**config.mk**
```make
export PLATFORM = sky130hd
export DESIGN_NAME = mem_access_stage
export DESIGN_NICKNAME = d
export VERILOG_FILES = /design/src/rtl/mem_access_stage.sv
export SDC_FILE = /design/constraint.sdc
export NUM_CORES = 1
export LEC_CHECK = 0
export CAP_MARGIN = 25
export CORE_ASPECT_RATIO = 1.2
export CORE_MARGIN = 5
export CORE_UTILIZATION = 30
export DETAILED_ROUTE_END_ITERATION = 10
export GPL_TIMING_DRIVEN = 0
export PLACE_DENSITY = 0.71
export SLEW_MARGIN = 20
export SYNTH_ARGS = -nofsm -noshare
export SYNTH_HDL_FRONTEND = slang
export SYNTH_SLANG_ARGS = --single-unit
```
**constraint.sdc**
```tcl
create_clock -name clk -period 2.56 [get_ports clk]
set_input_delay 0.256 -clock clk [delete_from_list [all_inputs] [get_ports clk]]
set_output_delay 0.256 -clock clk [all_outputs]
set_load 0.005 [all_outputs]
```
**src/rtl/mem_access_stage.sv**
```systemverilog
// MEM stage: data-memory req/ack controller with lane alignment,
// byte enables, load extension, misalignment and timeout errors.
module mem_access_stage #(
  parameter int WAIT_LIMIT = 16
) (
  input  logic        clk,
  input  logic        rst,
  input  logic        MemRead,
  input  logic        MemWrite,
  input  logic [1:0]  MemSize,
  input  logic        MemSign,
  input  logic [31:0] Addr,
  input  logic [31:0] WriteData,
  input  logic        MEM_Flush,
  output logic [31:0] MemData_o,
  output logic        MEM_Stall,
  output logic        addr_err,
  output logic        bus_err,
  output logic        dmem_req,
  output logic        dmem_we,
  output logic [31:0] dmem_addr,
  output logic [3:0]  dmem_be,
  output logic [31:0] dmem_wdata,
  input  logic [31:0] dmem_rdata,
  input  logic        dmem_ack
);

  localparam int CW = $clog2(WAIT_LIMIT + 1);

  typedef enum logic [1:0] {
    IDLE = 2'd0,
    REQ  = 2'd1,
    DONE = 2'd2
  } state_t;

  state_t        state;
  state_t        state_n;
  logic [CW-1:0] cnt;
  logic [CW-1:0] cnt_n;
  logic [1:0]    size_q;
  logic [1:0]    lane_q;
  logic          sign_q;
  logic          load_q;
  logic          flush_q;
  logic [31:0]   data_q;

  logic        access;
  logic        is_byte;
  logic        is_half;
  logic        is_word;
  logic        misaligned;
  logic        start;
  logic        timeout;
  logic [3:0]  be_n;
  logic [31:0] wdata_n;

  function automatic logic [31:0] align(
    input logic [31:0] w,
    input logic [1:0]  sz,
    input logic [1:0]  ln,
    input logic        sg
  );
    logic [7:0]  b;
    logic [15:0] h;
    b = 8'(w >> {ln, 3'b000});
    h = ln[1] ? w[31:16] : w[15:0];
    case (sz)
      2'b00:   align = {{24{sg & b[7]}}, b};
      2'b01:   align = {{16{sg & h[15]}}, h};
      default: align = w;
    endcase
  endfunction

  assign access  = (MemRead | MemWrite) & ~MEM_Flush;
  assign is_byte = (MemSize == 2'b00);
  assign is_half = (MemSize == 2'b01);
  assign is_word = MemSize[1];

  assign misaligned = (is_half & Addr[0]) |
                      (is_word & (Addr[1:0] != 2'b00));
  assign start = (state == IDLE) & access & ~misaligned;

  assign cnt_n   = cnt + 1'b1;
  assign timeout = ~dmem_ack & (cnt_n == CW'(WAIT_LIMIT));

  always_comb begin
    be_n    = 4'b1111;
    wdata_n = WriteData;
    unique case (1'b1)
      is_byte: begin
        be_n    = 4'b0001 << Addr[1:0];
        wdata_n = {4{WriteData[7:0]}};
      end
      is_half: begin
        be_n    = Addr[1] ? 4'b1100 : 4'b0011;
        wdata_n = {2{WriteData[15:0]}};
      end
      default: begin
        be_n    = 4'b1111;
        wdata_n = WriteData;
      end
    endcase
    if (MemRead) be_n = 4'b1111;
  end

  always_comb begin
    state_n = state;
    case (state)
      IDLE:    if (start) state_n = REQ;
      REQ:     if (dmem_ack | timeout) state_n = DONE;
      DONE:    state_n = IDLE;
      default: state_n = IDLE;
    endcase
  end

  assign MEM_Stall = ~rst & (start | (state == REQ));
  assign MemData_o = (state == DONE && !flush_q) ? data_q : 32'd0;

  always_ff @(posedge clk) begin
    if (rst) begin
      state      <= IDLE;
      cnt        <= '0;
      dmem_req   <= 1'b0;
      dmem_we    <= 1'b0;
      dmem_addr  <= 32'd0;
      dmem_be    <= 4'd0;
      dmem_wdata <= 32'd0;
      size_q     <= 2'd0;
      lane_q     <= 2'd0;
      sign_q     <= 1'b0;
      load_q     <= 1'b0;
      flush_q    <= 1'b0;
      data_q     <= 32'd0;
      addr_err   <= 1'b0;
      bus_err    <= 1'b0;
    end else begin
      state    <= state_n;
      addr_err <= (state == IDLE) & access & misaligned;
      bus_err  <= 1'b0;
      case (state)
        IDLE: if (start) begin
          dmem_req   <= 1'b1;
          dmem_we    <= ~MemRead;
          dmem_addr  <= {Addr[31:2], 2'b00};
          dmem_be    <= be_n;
          dmem_wdata <= wdata_n;
          size_q     <= MemSize;
          lane_q     <= Addr[1:0];
          sign_q     <= MemSign;
          load_q     <= MemRead;
          cnt        <= '0;
          flush_q    <= 1'b0;
          data_q     <= 32'd0;
        end
        REQ: begin
          cnt <= cnt_n;
          if (MEM_Flush) flush_q <= 1'b1;
          if (dmem_ack) begin
            dmem_req <= 1'b0;
            data_q   <= load_q ?
              align(dmem_rdata, size_q, lane_q, sign_q) : 32'd0;
          end else if (timeout) begin
            dmem_req <= 1'b0;
            bus_err  <= 1'b1;
            data_q   <= 32'd0;
          end
        end
        default: ;
      endcase
    end
  end

endmodule

```
# Word-level counts from Yosys, hierarchy flattened

Index checks and enable logic that the tools add are counted.

$add $sub $neg: 1
Equality and inequality tests: 9
Shift operators: 2
Multiplexer cells: 25
Bitwise gates (word level): 20
Reductions and logical operators: 13

Operator list:

| cell                  | count |
|---|---|
| $pmux W32 S2          | 3 |
| $mux W32              | 5 |
| $shr A32 B5 Y8        | 1 |
| $mux W16              | 1 |
| $and A1 B1 Y1         | 10 |
| $pmux W5 S2           | 1 |
| $mux W4               | 2 |
| $pmux W4 S2           | 1 |
| $eq A2 B1 Y1 const B  | 3 |
| $logic_not A2 Y1      | 3 |
| $mux W1               | 6 |
| $ne A2 B2 Y1 const B  | 3 |
| $not A1 Y1            | 6 |
| $reduce_and A2 Y1     | 3 |
| $reduce_and A3 Y1     | 2 |
| $add A5 B1 Y5 const B | 1 |
| $eq A5 B5 Y1 const B  | 1 |
| $mux W5               | 1 |
| $mux W2               | 2 |
| $or A1 B1 Y1          | 4 |
| $pmux W1 S2           | 2 |
| $pmux W2 S2           | 1 |
| $reduce_bool A2 Y1    | 2 |
| $shl A1 B2 Y4 const A | 1 |
| other kinds (5)       | 5 |

Bits in registers: 116
Input bits: 105
Output and inout port bits: 105
Word-level logic and storage cells: 85

# Depth between registers and ports, before layout

Gate-level depths: netlist of the first run.

Depth after elaboration: 7
Mapped depth: 9
Depth with buffers taken out: 5

# Worst setup path before layout of the first run

No wires, ideal clock.

Kind: reg2reg
From: register lane_q[1]
To: register data_q[22]
Library setup time: 117 ps
Data arrival time: 1,454 ps
Slack: 989 ps
Cell stages (with the launch flop): 7
Path buffers: 1
Clock period less this slack: 1,571 ps
Cell sequence: dfxtp_1 -> mux2_2 -> a22o_1 -> nand2b_4 -> o211ai_4 -> buf_6 -> o2bb2ai_1

Cells in the longest elaborated chain, start to end: 6
Elaborated cells on any way between the ends: 8
Classes of those cells: shift: 1; mux: 5; bitwise: 2

RTL lines:

| element                                           | RTL line | text |
|---|---|---|
| start, declared                                   | 41       | `logic [1:0] lane_q;` |
| start signal, assigned                            | 148      | `lane_q <= Addr[1:0];` |
| $shr A32 B5 Y8 / $mux W16 (equally long branches) | 65, 66   |  |
| $and A1 B1 Y1 (on tied branches)                  | 68, 69   |  |
| $pmux W32 S2 (*)                                  | 67       | `case (sz)` |
| $mux W32 (*)                                      | 160      | `data_q <= load_q ?` |
| $mux W32 (*)                                      | 158      | `if (dmem_ack) begin` |
| $pmux W32 S2 (*)                                  | 140      | `case (state)` |
| end signal, assigned                              | 160      |  |
| end, declared                                     | 45       | `logic [31:0] data_q;` |

Mark *: on every way between the ends. The rest lies on a longest branch, timed or not.
A chain may end at the register's enable or synchronous reset.

# Worst setup path after layout of the first run

From: register state[1]
To: output MemData_o[14]

Cells in the longest elaborated chain, start to end: 3

RTL lines:

| element                | RTL line | text |
|---|---|---|
| start, declared        | 36       | `state_t state;` |
| start signal, assigned | 137      | `state <= state_n;` |
| $eq A2 B2 Y1           | 117      | `assign MemData_o = (state == DONE && !flush_q) ? data_q : 32'd0;` |
| $logic_and A1 B1 Y1    | 117      |  |
| $mux W32               | 117      |  |
| end, declared          | 15       | `output logic [31:0] MemData_o,` |

Every way passes these cells.

==> impl.org, run 1 <==
** Yosys
- The most common cell in the synthesized netlist is nand2_1.
- Post-synth ARST share :: 0%
- Synthesis produced 647 cells.
- Summing the sequential cell areas from Yosys gives 43.90% of the chip area.
- After synthesis, the netlist uses 51 different library cells.
- For this run, the number of Yosys warnings is 0.
- Cell types with the largest area share after synthesis :: dfxtp_1 44%, nand2_1 10%, a21oi_1 6.1%
- Dividing the synthesized area by the synthesized cell count gives 8.176 um2.
- The mapped netlist covers 5290 um2.
- Of all cell types, the one taking the most synthesized area is dfxtp_1.
- Among all flip-flop cells after synthesis, the most frequent one is dfxtp_1.
- Yosys reg bits :: 116
- The synthesized design devotes to its leading area cell type 43.90% of total area.
- Leading post-synthesis cells by instance count :: 146 x nand2_1, 116 x dfxtp_1, 65 x a21oi_1
- Count of flip-flops with a built-in enable after synthesis :: 0

** Run status
- The run finished with clean final reports.

** CTS
- TritonCTS built the clock tree.
- After clock tree synthesis, the clock-pin slew on the worst setup and hold paths is 0.06 ns.
- Clock tree synthesis selected as its root buffer the cell clkbuf_16.
- In this run the deepest clock path goes through 2 buffers.
- Clock sink count :: 116
- At the later pin of the worst-skew pair, clock insertion delay measures 0.41 ns.
- Buffers added to address setup during post-CTS repair amount to 0.
- Number of buffers inserted during clock tree synthesis :: 17
- The H-tree was split into 4 levels.

** GRT
- The total overflow left after global routing is 0.
- Initial antenna violation count :: 0
- Total GRT Usage :: 17.97%
- The via count of the first global-routing pass was 5366.
- Wire length of the first global-routing pass :: 29250 um
- Largest net degree at the start of global routing :: 17

** Detailed routing
- Before antenna repair, the detailed router went through 5 iterations.
- Dividing the detail-routed wire length by the instance count gives 17.03 um.
- Residual DRC :: 0
- Initial DRC count :: 409
- Final antenna-violating net count :: 0
- After detailed routing, the number of vias per cell comes to 4.947.
- The final route contains 5466 vias.
- After detailed routing, the total wire length is 18820 um.

** Critical path
- STA classifies the critical path startpoint as a register.
- The slowest stage of the critical path belongs to the cell clkdlybuf4s50_1.
- The critical path goes through nor3b_4, clkbuf_2, and2_1, clkdlybuf4s50_1.
- STA classifies the critical path endpoint as an output pin.
- CP delay by family, top :: buffers and inverters
- At the worst endpoint, the arrival time is 2.12 ns.
- Along the worst path, the maximum fanout reaches 10.
- The largest single stage delay on the critical path is 0.50 ns.
- Required time at the endpoint of the critical path :: 2.30 ns
- Together, buffers and inverters on the worst path number 2.
- By startpoint and endpoint, the worst setup path is classified as register to output pin.

** Cells and area
- Finished Layout Cells :: 1105
- Total Nets Final :: 978
- Filler Cell Count :: 1743
- Inserted Diodes :: 0
- From synthesis to final layout, the design area changed by 56.15%.
- Fraction of layout instances using a drive strength above 1 :: 9.492%
- Measured on the finished design, the core utilization comes to 47.36%.
- Sequential cell area :: 2322 um2
- Multi-input logic area :: 2705 um2

** Floorplan
- Die width :: 131.2 um
- In this run the vertical extent of the chip is 155.5 um.
- Core Box Area :: 17440 um2
- Starting utilization of the core area :: 30.33%
- Die area :: 20400 um2
- Top-level I/O count :: 210
- Row generation in the floorplan step produced 53 rows.

** STA
- The number of max-slew violations in the final report came to 0.
- The clock period could shrink to 2.375 ns.
- Final hold analysis gives a worst-case slack of 0.2620 ns.
- Fin. Hold Viols :: 0
- Number of endpoints failing setup at the final stage :: 0
- For the pin with the worst max-slew slack, the measured transition is 0.6278 ns.
- Period Utilization, post-route :: 92.79%
- For this run, the top clock speed supported by timing is 421.0 MHz.
- In this run the tightest slew margin relative to its limit is 58.15%.
- Final worst clock skew :: 0.006488 ns
- Slack of the critical path :: 0.1847 ns
- RSZ-0062 raised after global routing :: no

** Power and ir drop
- Max VDD drop :: 0.4245 mV
- In this run the power density over the cells is 627.0 nW/um2.
- Static leakage :: 3.017 nW
- The design draws 5.179 mW.

** Place
- The wire-length estimate of the detail-placed layout is 14190 um.
- Post-place setup slack :: -0.03273 ns
- The count of buffers added on input and output ports is 205.
- DP Cell Count :: 1073
- Routability Congestion :: 0.8499

** Run
- Max cap viols :: 0

** Min path
- The tightest min-delay check is of the input port to register type.
kinds of logic after synthesis:
kind of cell | count (synthesis) | share of synthesized area (%)
AND/OR/NAND/NOR | 286 | 24.88
AO/OA/AOI/OAI | 168 | 21.62
flip-flops | 116 | 43.90
buffers and inverters | 54 | 5.251
multiplexers | 21 | 4.044
adder cells (fa/ha/maj) | 1 | 0.2365
other | 1 | 0.07089
layout make-up:
cell class,instances,share of cell area (%)
Tap cell,220,3.332
Clock inverter,13,2.090
Buffer,53,3.363
Sequential cell,116,28.11
Multi-Input combinational cell,478,32.75
Clock buffer,19,5.483
Inverter,1,0.04544
Timing Repair Buffer,205,24.83
path summary, 6_finish.rpt:
kind,slack (ns),depth (start not counted),startpoint,to
hold / removal,0.26,3,MemSize[1],dmem_wdata[18]
hold reg to reg,0.45,1,data_q[26],data_q[26]
setup reg to reg,0.72,5,lane_q[1],data_q[6]
setup / recovery,0.18,4,state[1],MemData_o[14]
where the power goes:
group          total (mW)  switching, mW  internal (mW)
clock                2.51          0.913           1.60
sequential           1.92         0.0404           1.88
combinational       0.751          0.360          0.391
total                5.18           1.31           3.87
worst reg2reg max path, cell delays in order (launching register included):
cell and delay [ns]:
dfxtp_1 0.46, clkbuf_1 0.37, nor2b_1 0.45, nand2_1 0.19, o21ai_0 0.20, o2bb2ai_1 0.07
sequential cells by signal, indices dropped and copies added (netlist names):
signal      cells
bus_err         1
data_q         32
dmem_addr      30
flush_q         1
dmem_be         4
lane_q          2
state           2
size_q          2
load_q          1
dmem_req        1
dmem_wdata     32
sign_q          1
dmem_we         1
cnt             5
addr_err        1
metrics by stage:
step                instance area (um2)  setup TNS (ns)
floorplan                          5294               0
global placement                   7621        -0.01101
detailed placement                 7621        -0.03273
CTS                                8258               0
global route                       8260               0
finish                             8260               0
metal layers:
layer / global-route usage [%] / up-vias / part of all wire [%]
li1: - / 2697 / -
met1: 21.46 / 2522 / 42
met2: 29.33 / 217 / 46
met3: 7.794 / 30 / 9.2
met4: 5.347 / 0 / 2.1
met5: 0 / - / 0
cell usage in the layout (no fill, tap or decap), drive strengths merged, types with 3 or more instances in the layout:
cell           instances
clkdlybuf4s50        204
nand2                146
dfxtp                116
a21oi                 66
nor2                  54
clkbuf                42
and2                  33
buf                   30
o21ai                 28
o2bb2ai               23
mux2i                 18
a311oi                13
nor3                  11
nor2b                 10
nand3                  8
or3                    8
a22o                   8
a211oi                 8
nand2b                 6
o211ai                 5
nor3b                  5
a221o                  4
clkinvlp               4
inv                    4
mux2                   3
and3                   3
a31o                   3
bufinv                 3
clkinv                 3
repair_timing:
action / in CTS / in global routing
hold buffers: 0 / 0
pin swaps: 0 / 0
endpoints found under the setup margin: 33 / 19
resized for setup: 4 / 4
Note: power is estimated with default switching activity, not from simulation.
==> run 2: changes to the inputs <==
--- a/config.mk
+++ b/config.mk
@@ -6,7 +6,7 @@
 export NUM_CORES = 1
 export LEC_CHECK = 0
 export CAP_MARGIN = 25
-export CORE_ASPECT_RATIO = 1.2
+export CORE_ASPECT_RATIO = 0.5
 export CORE_MARGIN = 5
 export CORE_UTILIZATION = 30
 export DETAILED_ROUTE_END_ITERATION = 10
==> run 2 against run 1 <==
Against the previous run:
- worst setup slack gained 0.071 ns
- critical path type unchanged
- critical path depth grew 1
- largest cell class unchanged
- utilization grew 0.65 points
- first-iteration DRC count shrank 13%
- final cell count grew 1.8%
- routed wire length grew 2.4%
- register-to-register slack lost 0.02 ns
- global-route usage grew 0.36 points
- power grew 1.2%
- non-clock buffer count grew 6
==> impl.org, run 2 (synthesized netlist as in run 1, its figures left out) <==
** GRT
- The global routing stage identified its most utilized layer as met2.
- Total GRT Usage :: 18.33%
- For this run, global-route usage on met1 was measured as 23.29%.
- Largest net degree at the start of global routing :: 17
- Initial antenna violation count :: 0
- The first global-routing pass estimated 30080 um of wire.
- In the global route stage, met3 resource usage came out at 5.307%.
- The via count of the first global-routing pass is 5563.
- In the global route stage, met2 resource usage came out at 30.20%.
- After global routing the overflow that remains totals 0.

** Detailed routing
- Detailed-routing iteration count for the pre-antenna-repair pass :: 5
- Residual DRC :: 0
- Summing over every cut layer, the via total after detailed routing is 5474.
- The detail route stage leaves a number of antenna-violating nets equal to 0.
- In the final routed layout, each cell accounts on average for 17.13 um.
- Initial DRC count :: 355
- For this block, the routed nets add up to 19270 um of wire.
- Detail-routed via count per cell :: 4.866

** CTS
- The tree is rooted in a clkbuf_16.
- CTS clock-pin slew for the worst setup and hold paths :: 0.06 ns
- Post-cts hold buffer count :: 0
- TritonCTS built the clock tree.
- The longest clock path from root to sink contains 2 buffers.
- H-tree levels :: 4
- Clock sink count :: 116
- Counting the buffers created by CTS gives 17.
- At the later pin of the worst-skew pair, clock insertion delay measures 0.42 ns.

** STA
- The worst path needs 2.304 ns of the cycle, external delays included.
- Period Utilization, post-route :: 90.00%
- Fin. Hold Viols :: 0
- Headroom to the max-slew limit :: 57.04%
- Timing would allow up to 434.0 MHz.
- Setup violations remaining at the end of the flow were counted as 0.
- At the pin with the least slew margin, the transition time is 0.6445 ns.
- Total negative slack :: 0 ns
- Final worst clock skew :: 0.01239 ns
- RSZ-0062 raised after global routing :: no
- Across all setup checks in the final design, the least slack found is 0.2560 ns.
- Max-slew violation count :: 0

** Floorplan
- Vertical die dimension :: 103.9 um
- Once the floorplan was initialized, standard cells occupied 30.48% of the core.
- Die area :: 20550 um2
- Die width :: 197.8 um
- Row generation in the floorplan step produced 34 rows.
- The core region is 17360 um2.
- Pin placement for this block handled 210 I/O pins.

** Critical path
- Nature of the critical path endpoint :: output pin
- Launching element type of the critical path :: register
- At the worst endpoint, the arrival time is 2.05 ns.
- By startpoint and endpoint, the worst setup path is classified as register to output pin.
- In this run the register-to-register setup slack is 0.70 ns.
- For the worst setup path, the data required time is 2.30 ns.
- On the worst path, the slowest cell contributes a delay of 0.50 ns.
- Standard cell with the maximum stage delay on the critical path :: clkdlybuf4s50_1
- Highest fanout seen on the critical path :: 10
- Walking the worst path, the cells encountered are nor3b_4, buf_4, clkbuf_2, and2_1, clkdlybuf4s50_1.

** Power and ir drop
- For this design the static power due to leakage is 3.071 nW.
- Max VDD drop :: 0.4316 mV
- Power density normalized to cell area :: 629.3 nW/um2
- Final Power :: 5.244 mW

** Cells and area
- Commonest cells after routing, fill and taps aside :: 203 x clkdlybuf4s50_1, 146 x nand2_1, 116 x dfxtp_1
- Fraction of layout instances using a drive strength above 1 :: 10.10%
- After the last flow step, the layout net total stands at 984.
- Most common cell after layout, fill and taps aside :: clkdlybuf4s50_1
- Inserted Diodes :: 0
- The finished cells cover 8333 um2.
- Layout Area Growth over Synthesis :: 57.52%
- The largest registers in the layout are data_q: 32 flops, dmem_wdata: 32 flops, dmem_addr: 30 flops.
- At the end of the flow the core is filled with cells to 48.01%.

** Place
- Post-DP HPWL :: 14460 um
- Port buffering added 205 buffers.
- Routability Congestion :: 0.9019
- In this run the cell area measured after placement is 7639 um2.
- Post-place setup slack :: -0.1242 ns

** Min path
- Type of the tightest min-delay check :: input port to register

** Run status
- Outcome :: completed

** Run
- Max cap viols :: 0
[run 2: cell types whose count changed in the layout (fill, tap and decap cells not counted)]
cell | previous run | this run
buf_4 | 6 | 12
clkbuf_8 | 2 | 0
clkinv_2 | 0 | 2
dlymetal6s2s_1 | 0 | 2
bufinv_16 | 3 | 4
clkdlybuf4s50_1 | 204 | 203
clkinv_4 | 3 | 2
dlygate4sd2_1 | 1 | 0
[run 2: critical path, delay by kind of cell (launching register included)]
kind | cells | cell delay, ns
buffers and inverters | 3 | 0.86
and+or+nand+nor | 2 | 0.40
DFF | 1 | 0.36
[run 2: area by class of cell]
cell class | count | area [um2]
clock inverter | 15 | 203.9
fill | 1699 | 9024
buffer | 53 | 277.8
sequential | 116 | 2322
clock buffer | 17 | 425.4
inverter | 1 | 3.754
timing repair buffer | 211 | 2102
multi-input combinational | 478 | 2705
tap | 234 | 292.8
[run 2: final timing paths]
kind,startpoint,end,cells after the start
hold reg to reg,dmem_wdata[6],dmem_wdata[6],2
setup / recovery,state[0],MemData_o[7],5
setup reg to reg,lane_q[1],data_q[6],5
hold / removal,MemSize[1],dmem_wdata[8],4
[run 2: report_power, final]
part / switching (mW) / internal (mW) / leakage, nW / total [mW]
Sequential: 0.0416 / 1.88 / 0.943 / 1.92
Combinational: 0.362 / 0.396 / 1.83 / 0.758
Clock: 0.929 / 1.64 / 0.296 / 2.57
Total: 1.33 / 3.91 / 3.07 / 5.24
[run 2: metal layers]
layer,part of all wire (%),vias to the layer above
li1,-,2697
met1,44,2579
met2,47,175
met3,6.5,23
met4,1.7,0
met5,0,-
[run 2: repair_timing]
item	CTS	global route
pin swaps	0	2
resized for setup	4	4
setup endpoints to repair	33	18
buffers inserted	1	5
[run 2: stage by stage]
stage / cells / hold WS, ns
2_1_floorplan: 648 / 0.3920
3_3_place_gp: 1087 / 0.4372
3_5_place_dp: 1087 / 0.4425
4_1_cts: 1120 / 0.2291
5_1_grt: 1125 / 0.2415
6_report: 1125 / 0.2438
